### config.mk
export PLATFORM = sky130hd
export DESIGN_NAME = serial_receiver
export DESIGN_NICKNAME = d
export VERILOG_FILES = /design/src/rtl/serial_receiver.sv
export SDC_FILE = /design/constraint.sdc
export NUM_CORES = 1
export LEC_CHECK = 0
export ABC_AREA = 1
export BUFFER_PORTS_ARGS = -buffer_cell sky130_fd_sc_hd__buf_2
export CAP_MARGIN = 20
export CORE_UTILIZATION = 45
export DETAILED_ROUTE_END_ITERATION = 16
export PLACE_DENSITY = 0.66
export SLEW_MARGIN = 25
export SYNTH_ARGS = -nofsm -noshare
export SYNTH_HDL_FRONTEND = slang
export SYNTH_SLANG_ARGS = --single-unit
### constraint.sdc
create_clock -name clk -period 1.6 [get_ports clk]
set_input_delay 0.16 -clock clk [delete_from_list [all_inputs] [get_ports clk]]
set_output_delay 0.16 -clock clk [all_outputs]
set_load 0.01 [all_outputs]
### src/rtl/serial_receiver.sv
// serial_receiver: rebuilds LSB-first words from the serial shifter stream.
// Ports: clk, rst (sync high), start, sin -> done, data, valid, busy, abort.
module serial_receiver #(
  parameter int WIDTH = 7
) (
  input  logic             clk,
  input  logic             rst,
  input  logic             start,
  input  logic             sin,
  output logic             done,
  output logic [WIDTH-1:0] data,
  output logic             valid,
  output logic             busy,
  output logic             abort
);

  localparam int CW = (WIDTH > 1) ? $clog2(WIDTH) : 1;
  localparam logic [CW-1:0] LAST = CW'(WIDTH - 1);

  typedef enum logic [1:0] {
    IDLE,
    SKIP,
    RECV,
    DONE
  } state_t;

  state_t           state, state_n;
  logic [WIDTH-1:0] shreg, shreg_n;
  logic [WIDTH-1:0] data_n;
  logic [CW-1:0]    cnt, cnt_n;
  logic             abort_n;

  always_ff @(posedge clk) begin
    if (rst) begin
      state <= IDLE;
      shreg <= '0;
      cnt   <= '0;
      data  <= '0;
      abort <= 1'b0;
    end else begin
      state <= state_n;
      shreg <= shreg_n;
      cnt   <= cnt_n;
      data  <= data_n;
      abort <= abort_n;
    end
  end

  always_comb begin
    state_n = state;
    shreg_n = shreg;
    cnt_n   = cnt;
    data_n  = data;
    abort_n = 1'b0;
    unique case (state)
      IDLE: begin
        if (start) state_n = SKIP;
      end
      SKIP: begin
        // first sample after load is the dummy 0
        cnt_n = '0;
        if (start) abort_n = 1'b1;
        else       state_n = RECV;
      end
      RECV: begin
        if (start) begin
          // restart: drop partial word
          state_n = SKIP;
          cnt_n   = '0;
          abort_n = 1'b1;
        end else begin
          shreg_n = {sin, shreg[WIDTH-1:1]};
          if (cnt == LAST) begin
            // hold cnt at LAST so it never wraps
            data_n  = {sin, shreg[WIDTH-1:1]};
            state_n = DONE;
          end else begin
            cnt_n = cnt + 1'b1;
          end
        end
      end
      DONE: begin
        state_n = start ? SKIP : IDLE;
      end
      default: state_n = IDLE;
    endcase
  end

  assign valid = (state == DONE);
  assign busy  = (state == SKIP) || (state == RECV);
  assign done  = ~busy;

endmodule
==> summary.md <==
| Metric | Value |
|---|---|
| Status | `finished, final reports clean` |
| CTS Root Cell | `clkbuf_4` |
| Final nets | `140` |
| Syn-to-layout area delta | `14.8%` |
| Fmax | `between 600 and 700 MHz` |
| Vias | `716` |
| Die width | `~45 um` |
| Yosys reg bits | `19` |
| Core Region | `~1700 sq um` |
| TNS Setup | `0 ns` |
| CTS tree | `built` |
| Placed cell areas | `~940 sq um` |
| Critical Path Start Type | `flop` |
| Worst-Skew Late Latency | `about 0.3 ns` |
| Cell Chain, Critical Path | `inv_1, ha_1, inv_1, buf_2` |
| DIE AREA | `slightly above 2000 sq um` |
| Arrival time of the worst setup path | `between 1 and 1.5 ns` |
| Clock skew | `between 0.005 and 0.006 ns` |
| Grt total ovfl | `0` |
| HP Start | `sin` |
| Post-CTS Setup Bufs | `0` |
| Clock buffer count from CTS | `3` |
| Buf+Inv Stages, Crit Path | `3` |
| Final setup viols | `0` |
| Hold-fix buffers, CTS | `0` |
| Vias in the first global route | `about 600` |
| Reg-to-Reg Start | `state[0]$_SDFFE_PP0P_` |
| Worst Path Max Fanout | `6` |
| RSZ-0062 raised after global routing | `no` |
| Post-DP HPWL | `1.08 mm` |
| Initial core utilization | `between 40% and 50%` |
| Largest net degree at the start of global routing | `14` |
| Max incr delay on CP | `between 0.4 and 0.5 ns` |
| 1st-iter DRT viols | `14` |
| Inserted Diodes | `0` |
| Total global-route track usage | `around 17%` |
| Final slew viol count | `0` |
| Num rows | `15` |
| # DRC | `0` |
| CTS H-tree lvls | `1` |
| Most frequent cells in the layout | `20 x nand2_1, 20 x nor2_1, 19 x dfxtp_1` |
| R2R Setup Slk | `~0.19 ns` |
| Critical path class | `flop to primary output` |
| DRT Wirelength | `between 1.5 and 2 mm` |
| Syn Std Cell Area | `847 sq um` |
| Num Clock Sinks | `19` |
| Resize count post-CTS | `0` |
| PwrDens | `approximately 1100 nW/um^2` |
| Hold crit path type | `primary input to flop` |
| Top-area cell type share of the netlist area | `44.9%` |
| Synth Area per Inst | `approximately 7.6 sq um` |
| Filler cells | `approximately 170` |
| Final non-filler cell area | `around 970 sq um` |
| Ports | `15` |
| RD Place Congestion | `0.771` |
| CP Capture Type | `primary output` |
| PortBufs | `14` |
| Initial antenna violation count | `0` |
| Share of cells above drive strength 1 | `roughly a fifth` |
| Seq/Total Area, Yosys | `between 40% and 50%` |
| Initial DRT Pass Iterations | `4` |
| Crit path launch | `state[0]$_SDFFE_PP0P_` |
| Routed WL per cell | `between 9 and 10 um` |
| Clk pin slew, worst setup/hold paths | `between 0.1 and 0.15 ns` |
| Critical Path RT | `1.44 ns` |
| Period utilization | `93.0%` |
| Maxcap violations | `0` |
| Final Hold Viols | `0` |
| Synth area leader | `dfxtp_1` |
| Global-route wire length before repair | `~2.4 mm` |
| Syn Inst Count | `112` |
| CP top delay family | `flip-flops` |
| Vias per std cell | `approximately 4.6` |
| Rel. slew slack | `77.8%` |
| Synth cell types | `16` |
| CP most frequent cell | `inv_1` |
| Peak supply drop | `approximately 0.62 mV` |
| Post-synth net total | `between 100 and 150` |
| Critical Path Slowest Stage Cell | `dfxtp_1` |
| Routed Antenna Nets | `0` |
| Height of the die | `45.4 um` |
| Longest Clk Path Bufs | `2` |
| LEAKAGE | `0.000469 uW` |
| Synth top area cells | `dfxtp_1 45%, ha_1 8.9%, nand2_1 8.9%` |
| Least-Margin Pin Slew | `roughly 0.33 ns` |
| Fin crit period | `between 1 and 1.5 ns` |
| Synthesis Warnings | `0` |
-- cells in the mapped netlist, drive strengths merged --
cell type  count
ha             6
nand3          7
nand4          1
nor2          22
a211oi         1
nor3           1
a21oi          7
nand2         22
dfxtp         19
o21ai         11
buf            1
inv           13
clkinv         1
-- registers in the layout, indices dropped and copies added, names as in the netlist --
name / cells
abort: 1
cnt: 3
data: 7
shreg: 6
state: 2
-- power by group --
part / switching, uW / internal, uW / total, uW
Combinational: 163 / 96.6 / 260
Clock: 146 / 93.1 / 240
Sequential: 29.6 / 507 / 537
Total: 339 / 697 / 1040
-- cell type report --
class / instances / area (sq um) / share of cell area, %
Sequential cell: 19 / 380 / 39.1
Clock inverter: 1 / 5.00 / 0.515
Inverter: 14 / 52.6 / 5.41
Clock buffer: 3 / 22.5 / 2.32
Multi-Input combinational cell: 78 / 410 / 42.2
Timing Repair Buffer: 14 / 70.1 / 7.21
Tap cell: 25 / 31.3 / 3.22
-- worst min-delay path, delay by kind of cell --
family | cells | cell delay (ns)
buf+inv | 1 | 0.09
simple gates | 2 | 0.12
-- metrics by stage --
stage | power [uW] | std cells | util (%) | hold slack (ns) | setup WS [ns]
floorplan | 738 | 112 | - | 0.229 | 0.328
global placement | 806 | 150 | 54.1 | 0.410 | 0.257
detailed placement | 809 | 150 | 54.1 | 0.418 | 0.212
CTS | 1050 | 154 | 55.7 | 0.0889 | 0.0942
global route | 1110 | 154 | 55.7 | 0.111 | 0.0321
finish | 1040 | 154 | 55.7 | 0.100 | 0.112
-- per-layer routing --
layer	wire (um)	track usage, %	up-vias
li1	-	-	393
met1	795	20.9	312
met2	652	26.3	9
met3	50	5.95	2
met4	13	5.45	0
met5	0	0	-
-- cell families (layout without fill, tap and decap cells) --
logic type               count (synthesis)  in the layout  share of synthesized area [%]
buffers and inverters                   15             32                           6.65
AND/OR/NAND/NOR                         53             53                           28.1
flip-flops                              19             19                           44.9
AO/OA/AOI/OAI                           19             19                           11.5
adder cells (fa/ha/maj)                  6              6                           8.86
-- path summary, 6_finish.rpt --
path	endpoint	depth (start not counted)
worst max-delay path	done	4
worst min-delay path	data[6]$_SDFFE_PP0P_	3
worst max register to register	cnt[0]$_SDFFE_PP0P_	8
worst min register to register	data[3]$_SDFFE_PP0P_	2
(Power assumes the default switching activity.)
